[config.mk]
export PLATFORM = sky130hd
export DESIGN_NAME = div_sequencer_flat
export DESIGN_NICKNAME = d
export VERILOG_FILES = /design/src/rtl/div_sequencer_pkg.sv /design/src/rtl/div_sequencer_if.sv /design/src/rtl/div_core.sv /design/src/rtl/div_sequencer.sv /design/src/flat_wrapper.sv
export SDC_FILE = /design/constraint.sdc
export NUM_CORES = 1
export LEC_CHECK = 0
export BUFFER_PORTS_ARGS = -buffer_cell sky130_fd_sc_hd__buf_2
export CAP_MARGIN = 40
export CORE_MARGIN = 1
export CORE_UTILIZATION = 45
export CTS_CLUSTER_SIZE = 16
export DETAILED_ROUTE_END_ITERATION = 8
export GPL_TIMING_DRIVEN = 1
export PLACE_DENSITY_LB_ADDON = 0.25
export SYNTH_ARGS = -nofsm -noshare
export SYNTH_HDL_FRONTEND = slang
export SYNTH_SLANG_ARGS = --single-unit
[constraint.sdc]
create_clock -name clk -period 4.35 [get_ports clk]
set_input_delay 0.87 -clock clk [delete_from_list [all_inputs] [get_ports clk]]
set_output_delay 0.87 -clock clk [all_outputs]
set_load 0.01 [all_outputs]
[src/rtl/div_sequencer_pkg.sv]
// Shared types and constants for the multi-cycle divide sequencer.
package div_sequencer_pkg;

    localparam int DATA_WIDTH_DEF = 32;
    localparam int DIV_CYCLES_DEF = 32;
    localparam int STATE_W        = 3;

    localparam logic [DATA_WIDTH_DEF-1:0] DIV_ZERO_QUOTIENT = '1;

    typedef enum logic [STATE_W-1:0] {
        IDLE = 3'd0,
        PREP = 3'd1,
        ITER = 3'd2,
        FIX  = 3'd3,
        DONE = 3'd4
    } state_t;

endpackage

[src/rtl/div_sequencer_if.sv]
// Request/result bundle between the EXE-stage controller and the divide sequencer.
interface div_sequencer_if #(parameter int DATA_WIDTH = 32);

    logic                  i_req;
    logic                  i_signed;
    logic [DATA_WIDTH-1:0] i_dividend;
    logic [DATA_WIDTH-1:0] i_divisor;
    logic                  i_flush;
    logic                  o_div_busy;
    logic                  o_div_done;
    logic [DATA_WIDTH-1:0] o_quotient;
    logic [DATA_WIDTH-1:0] o_remainder;

    modport master (
        output i_req, i_signed, i_dividend, i_divisor, i_flush,
        input  o_div_busy, o_div_done, o_quotient, o_remainder
    );

    modport slave (
        input  i_req, i_signed, i_dividend, i_divisor, i_flush,
        output o_div_busy, o_div_done, o_quotient, o_remainder
    );

endinterface

[src/rtl/div_core.sv]
// Restoring radix-2 divider datapath: one quotient bit per i_step on unsigned magnitudes.
module div_core #(
    parameter int DATA_WIDTH = 32
) (
    input  logic                  clk,
    input  logic                  reset,
    input  logic                  i_load,
    input  logic                  i_step,
    input  logic [DATA_WIDTH-1:0] i_dividend_mag,
    input  logic [DATA_WIDTH-1:0] i_divisor_mag,
    output logic [DATA_WIDTH-1:0] o_quotient_mag,
    output logic [DATA_WIDTH-1:0] o_remainder_mag
);

    logic [DATA_WIDTH-1:0] r_rem;
    logic [DATA_WIDTH-1:0] r_quo;
    logic [DATA_WIDTH-1:0] r_div;
    logic [DATA_WIDTH:0]   w_shift;
    logic [DATA_WIDTH:0]   w_diff;

    // Partial remainder is one bit wider than the divisor so the trial subtract never wraps.
    assign w_shift = {r_rem, r_quo[DATA_WIDTH-1]};
    assign w_diff  = w_shift - {1'b0, r_div};

    always_ff @(posedge clk) begin
        if (reset) begin
            r_rem <= '0;
            r_quo <= '0;
            r_div <= '0;
        end else if (i_load) begin
            r_rem <= '0;
            r_quo <= i_dividend_mag;
            r_div <= i_divisor_mag;
        end else if (i_step) begin
            if (!w_diff[DATA_WIDTH]) begin
                r_rem <= w_diff[DATA_WIDTH-1:0];
                r_quo <= {r_quo[DATA_WIDTH-2:0], 1'b1};
            end else begin
                r_rem <= w_shift[DATA_WIDTH-1:0];
                r_quo <= {r_quo[DATA_WIDTH-2:0], 1'b0};
            end
        end
    end

    assign o_quotient_mag  = r_quo;
    assign o_remainder_mag = r_rem;

endmodule

[src/rtl/div_sequencer.sv]
// EXE-stage divide controller: accepts one request, runs the core for DIV_CYCLES steps,
// applies sign fix-up, and reports busy/done; a flush abandons the op without touching results.
module div_sequencer
    import div_sequencer_pkg::*;
#(
    parameter int DATA_WIDTH = DATA_WIDTH_DEF,
    parameter int DIV_CYCLES = DIV_CYCLES_DEF,
    parameter int CNT_W      = 6
) (
    input  logic           clk,
    input  logic           reset,
    div_sequencer_if.slave bus
);

    state_t                r_state, w_next;
    logic [CNT_W-1:0]      r_cnt;
    logic                  r_signed, r_q_neg, r_r_neg;
    logic [DATA_WIDTH-1:0] r_dividend, r_divisor;
    logic [DATA_WIDTH-1:0] r_quotient, r_remainder;
    logic [DATA_WIDTH-1:0] w_dividend_mag, w_divisor_mag;
    logic [DATA_WIDTH-1:0] w_q_mag, w_r_mag, w_q_fix, w_r_fix;
    logic                  w_accept, w_div_zero, w_last, w_dvd_neg, w_dvs_neg;

    assign w_accept   = (r_state == IDLE) && bus.i_req && !bus.i_flush;
    assign w_div_zero = (r_divisor == '0);
    assign w_last     = (r_cnt == CNT_W'(DIV_CYCLES - 1));
    assign w_dvd_neg  = r_signed && r_dividend[DATA_WIDTH-1];
    assign w_dvs_neg  = r_signed && r_divisor[DATA_WIDTH-1];

    // 0x80000000 negates to itself and is then read as an unsigned magnitude.
    assign w_dividend_mag = w_dvd_neg ? -r_dividend : r_dividend;
    assign w_divisor_mag  = w_dvs_neg ? -r_divisor  : r_divisor;
    assign w_q_fix        = r_q_neg ? -w_q_mag : w_q_mag;
    assign w_r_fix        = r_r_neg ? -w_r_mag : w_r_mag;

    div_core #(.DATA_WIDTH(DATA_WIDTH)) u_core (
        .clk             (clk),
        .reset           (reset),
        .i_load          (r_state == PREP),
        .i_step          (r_state == ITER),
        .i_dividend_mag  (w_dividend_mag),
        .i_divisor_mag   (w_divisor_mag),
        .o_quotient_mag  (w_q_mag),
        .o_remainder_mag (w_r_mag)
    );

    always_comb begin
        w_next = r_state;
        case (r_state)
            IDLE:    if (w_accept) w_next = PREP;
            PREP:    w_next = w_div_zero ? DONE : ITER;
            ITER:    if (w_last) w_next = FIX;
            FIX:     w_next = DONE;
            DONE:    w_next = IDLE;
            default: w_next = IDLE;
        endcase
        if (bus.i_flush && r_state != IDLE) w_next = IDLE;
    end

    always_ff @(posedge clk) begin
        if (reset) r_state <= IDLE;
        else       r_state <= w_next;
    end

    always_ff @(posedge clk) begin
        if (reset) begin
            r_cnt       <= '0;
            r_signed    <= 1'b0;
            r_q_neg     <= 1'b0;
            r_r_neg     <= 1'b0;
            r_dividend  <= '0;
            r_divisor   <= '0;
            r_quotient  <= '0;
            r_remainder <= '0;
        end else begin
            if (w_accept) begin
                r_signed   <= bus.i_signed;
                r_dividend <= bus.i_dividend;
                r_divisor  <= bus.i_divisor;
            end
            case (r_state)
                PREP: begin
                    r_cnt   <= '0;
                    r_q_neg <= w_dvd_neg ^ w_dvs_neg;
                    r_r_neg <= w_dvd_neg;
                    if (w_div_zero && !bus.i_flush) begin
                        r_quotient  <= DATA_WIDTH'(DIV_ZERO_QUOTIENT);
                        r_remainder <= r_dividend;
                    end
                end
                ITER: r_cnt <= r_cnt + CNT_W'(1);
                FIX: begin
                    if (!bus.i_flush) begin
                        r_quotient  <= w_q_fix;
                        r_remainder <= w_r_fix;
                    end
                end
                default: ;
            endcase
        end
    end

    assign bus.o_div_busy  = (r_state != IDLE);
    assign bus.o_div_done  = (r_state == DONE);
    assign bus.o_quotient  = r_quotient;
    assign bus.o_remainder = r_remainder;

endmodule

[src/flat_wrapper.sv]
// flat-port wrapper written by rule: the top's interface ports become plain ports
module div_sequencer_flat import div_sequencer_pkg::*;
#(
    parameter int DATA_WIDTH = DATA_WIDTH_DEF,
    parameter int DIV_CYCLES = DIV_CYCLES_DEF,
    parameter int CNT_W      = 6
)
  (clk, reset, bus_i_req, bus_i_signed, bus_i_dividend, bus_i_divisor, bus_i_flush, bus_o_div_busy, bus_o_div_done, bus_o_quotient, bus_o_remainder);
  div_sequencer_if #(.DATA_WIDTH(DATA_WIDTH)) bus_i ();
  input  logic clk;
  input  logic reset;
  input wire logic [$bits(bus_i.i_req)-1:0] bus_i_req;
  input wire logic [$bits(bus_i.i_signed)-1:0] bus_i_signed;
  input wire logic [$bits(bus_i.i_dividend)-1:0] bus_i_dividend;
  input wire logic [$bits(bus_i.i_divisor)-1:0] bus_i_divisor;
  input wire logic [$bits(bus_i.i_flush)-1:0] bus_i_flush;
  output wire logic [$bits(bus_i.o_div_busy)-1:0] bus_o_div_busy;
  output wire logic [$bits(bus_i.o_div_done)-1:0] bus_o_div_done;
  output wire logic [$bits(bus_i.o_quotient)-1:0] bus_o_quotient;
  output wire logic [$bits(bus_i.o_remainder)-1:0] bus_o_remainder;
  assign bus_i.i_req = bus_i_req;
  assign bus_i.i_signed = bus_i_signed;
  assign bus_i.i_dividend = bus_i_dividend;
  assign bus_i.i_divisor = bus_i_divisor;
  assign bus_i.i_flush = bus_i_flush;
  assign bus_o_div_busy = bus_i.o_div_busy;
  assign bus_o_div_done = bus_i.o_div_done;
  assign bus_o_quotient = bus_i.o_quotient;
  assign bus_o_remainder = bus_i.o_remainder;
  div_sequencer #(.DATA_WIDTH(DATA_WIDTH), .DIV_CYCLES(DIV_CYCLES), .CNT_W(CNT_W)) u_core (.clk(clk), .reset(reset), .bus(bus_i));
endmodule
==> results.sh <==
export IMPL_outcome="completed"
export IMPL_rr_startpoint="u_core.u_core.o_remainder_mag[14]$_SDFFE_PP0P_"
export IMPL_path_buf_inv=2
export IMPL_io_buffers=134
export IMPL_start_util=0.460
export IMPL_rr_worst_depth=11
export IMPL_start_kind="flip-flop"
export IMPL_synth_nets=1824
export IMPL_pwr_density_cell_mw_per_mm2=366
export IMPL_grt_pass1_wl_mm=60.0
export IMPL_rsz0062_at_grt="false"
export IMPL_cts_buffers_inserted=27
export IMPL_cts_hold_buffers_added=0
export IMPL_die_area_mm2=0.0303
export IMPL_routed_top_layer="met4"
export IMPL_cp_startpoint="u_core.u_core.o_remainder_mag[14]$_SDFFE_PP0P_"
export IMPL_fin_nets=1891
export IMPL_cts_root_buffer="clkbuf_16"
export IMPL_critPathArrivalTime_ps=4240
export IMPL_clk_path_buf_depth=3
export IMPL_critPathMaxStageDelay_ps=540
export IMPL_ys_flop_type="dfxtp_1"
export IMPL_grt_max_degree=83
export IMPL_avgSynthCellArea_um2=7.76
export IMPL_ant_nets=0
export IMPL_skew_ps=19.1
export IMPL_crit_required_ps=4740
export IMPL_cts_tree="yes"
export IMPL_async_flop_share=0
export IMPL_layout_drive_gt1_share=0.131
export IMPL_cts_clk_slew_worst_paths_ps=60
export IMPL_wl_met3_mm=1.94
export IMPL_critPathTopFamily="compound AO/OA/AOI/OAI gates"
export IMPL_diodes=0
export IMPL_critical_path_max_fanout=17
export IMPL_area_delta_synth_final_pct=14.0
export IMPL_clock_latency_ps=550
export IMPL_num_io_pins=135
export IMPL_cellLeakagePower_nw=5.99
export IMPL_finalSetupTns_ps=0
export IMPL_worst_pin_slew_ps=851
export IMPL_routedWlPerCell_um=16.8
export IMPL_r2r_end="u_core.u_core.o_remainder_mag[2]$_SDFFE_PP0P_"
export IMPL_slew_limit_headroom=0.433
export IMPL_crit_type="reg2reg"
export IMPL_coreArea_mm2=0.0289
export IMPL_post_cts_buffers=0
export IMPL_die_y_um=174
export IMPL_routed_via_count=12300
export IMPL_drc=0
export IMPL_cp_depth=11
export IMPL_min_path_type="reg2reg"
export IMPL_drtPass1Iterations=5
export IMPL_power_mw=5.55
export IMPL_grtUsageTotal=0.239
export IMPL_grt_pass1_vias=11500
export IMPL_gr_total_overflow=0
export IMPL_end_kind="flip-flop"
export IMPL_ir_drop_uv=288
export IMPL_post_synth_instance_area_mm2=0.0133
export IMPL_via_per_inst=5.63
export IMPL_cp_common_cell="a21oi_1"
export IMPL_wl_met1_mm=17.8
export IMPL_ff2ff_setup_slack_ps=500
export IMPL_dr_wl_met2_mm=16.3
export IMPL_period_needed_ps=3850
export IMPL_htreeDepth=1
export IMPL_synth_edf_count=0
export IMPL_gp_congestion=0.874
export IMPL_drtIter0Drc=956
export IMPL_drt_total_wl_mm=36.7
export IMPL_ys_seq_elements=236
export IMPL_clock_fmax_mhz=260
export IMPL_hold_slack_ps=452
export IMPL_period_share=0.885
export IMPL_antenna_found_initial=0
export IMPL_cap_violations=0
export IMPL_finalHoldViolCount=0
export IMPL_endpoint="u_core.u_core.o_remainder_mag[2]$_SDFFE_PP0P_"
export IMPL_drv_slew=0
export IMPL_ys_warn_count=0
export IMPL_post_route_util=0.525
export IMPL_synth_cells=1717
export IMPL_row_count=62
export IMPL_cts_sinks=236
export IMPL_setup_violations=0
export IMPL_crit_chain="ha_1, a21oi_1, a21boi_0, inv_1, o41ai_1, a21oi_1, o21a_1, xnor2_2, buf_4, mux2i_1, a21oi_1"
export IMPL_die_w_um=174
export IMPL_fin_cells=2188
export IMPL_place_inst=2139
export IMPL_cp_slowest_cell="o41ai_1"
export IMPL_yosysSeqAreaShare=0.355
export IMPL_cts_repair_resized=0
export IMPL_synth_cell_type_count=60
export IMPL_dp_hpwl_mm=26.4
logic make-up (layout without fill, tap and decap cells):
kind of cell	Yosys count	count (layout)	share of synthesized area
muxes	31	31	0.0235
AOI/OAI and AO/OA	517	517	0.246
xor gates and xnor gates	144	144	0.0947
and+or+nand+nor	582	582	0.196
adders and majority gates	38	38	0.0363
DFF	236	236	0.355
buffers and inverters	169	256	0.0487
per-layer routing:
metal / vias to the layer above / track usage
met5: - / 0
met4: 0 / 0.0563
met3: 46 / 0.0276
met2: 338 / 0.381
met1: 5739 / 0.342
li1: 6201 / -
where the power goes:
part	switching [mW]	internal [mW]	leakage, nW	total (mW)
logic	0.560	0.385	3.64	0.945
clock network	0.932	1.38	0.442	2.31
registers	0.0763	2.22	1.91	2.30
sequential cells by signal, summed over array words and instances, names as in the netlist:
signal                         count
u_core.u_core.o_remainder_mag     32
u_core.r_divisor                  32
u_core.bus.o_remainder            32
u_core.r_cnt                       6
u_core.bus.o_quotient             32
u_core.r_state                     3
u_core.r_r_neg                     1
u_core.r_dividend                 32
u_core.r_signed                    1
u_core.u_core.r_div               32
u_core.u_core.o_quotient_mag      32
u_core.r_q_neg                     1
worst min-delay path, stage by stage (launching register included):
cell and delay, ps:
dfxtp_1 300, nand2_1 50, a21oi_1 50
worst min path at each step:
stage,endpoint,cells past startpoint,slack (ps),from
finish,u_core.bus.o_remainder[7]$_SDFFE_PP0P_,2,450,u_core.bus.o_remainder[7]$_SDFFE_PP0P_
global route,u_core.bus.o_remainder[25]$_SDFFE_PP0P_,2,460,u_core.bus.o_remainder[25]$_SDFFE_PP0P_
CTS,u_core.bus.o_remainder[7]$_SDFFE_PP0P_,2,450,u_core.bus.o_remainder[7]$_SDFFE_PP0P_
detailed placement,u_core.bus.o_remainder[7]$_SDFFE_PP0P_,2,440,u_core.bus.o_remainder[7]$_SDFFE_PP0P_
global placement,u_core.bus.o_remainder[4]$_SDFFE_PP0P_,2,440,u_core.bus.o_remainder[4]$_SDFFE_PP0P_
floorplan,u_core.u_core.r_div[31]$_SDFFE_PP0P_,2,430,u_core.u_core.r_div[31]$_SDFFE_PP0P_
cells in the mapped netlist (10+ instances only):
cell      count  share of area
a211oi_1     62          0.035
a21o_1       22          0.012
a21oi_1     201          0.076
a22oi_1      31          0.017
a31oi_1      10         0.0047
and2_1       12         0.0056
buf_1        13         0.0037
clkbuf_1     97          0.027
dfxtp_1     236           0.35
ha_1         37          0.035
inv_1        50          0.014
mux2i_1      29          0.022
nand2_1     297          0.084
nand2b_1     11         0.0052
nand3_1      28          0.011
nor2_1      123          0.035
nor2b_1      12         0.0056
nor3_1       20         0.0075
o211ai_1     37          0.021
o21ai_0      70          0.026
o31ai_1      20          0.011
o41ai_1      15         0.0099
or3_1        12         0.0056
or4_1        13         0.0073
xnor2_1      62          0.041
xor2_1       82          0.054
cell usage in the layout (no fill, tap or decap), types with 10 or more instances in the layout:
cell type and count:
o41ai_1 15, or4_1 13, and2_1 10, inv_1 50
nand2b_1 11, dfxtp_1 236, o31ai_1 20, a22oi_1 31
nor2_1 120, nor3_1 19, or3_1 12, clkbuf_16 27
xor2_1 82, buf_4 19, mux2i_1 29, xnor2_1 61
o21ai_0 70, a21oi_1 201, nand3_1 28, ha_1 37
nand2_1 297, nor2b_1 12, a21o_1 22, buf_2 133
a211oi_1 62, o211ai_1 37, a31oi_1 10
final cells by class:
class	instances	area, µm²
repair buffers	157	910
clock buffers	39	791
multi-input cells	1312	7980
inverters	50	188
well taps	384	480
fillers	2789	13800
clock inverters	10	109
flip-flops and latches	236	4720
stage by stage:
stage	setup WS (ps)	area, µm²
floorplan	1250	13300
global placement	687	14200
detailed placement	551	14300
CTS	532	15200
global route	136	15200
finish	500	15200
Note: power is estimated with default switching activity, not from simulation.
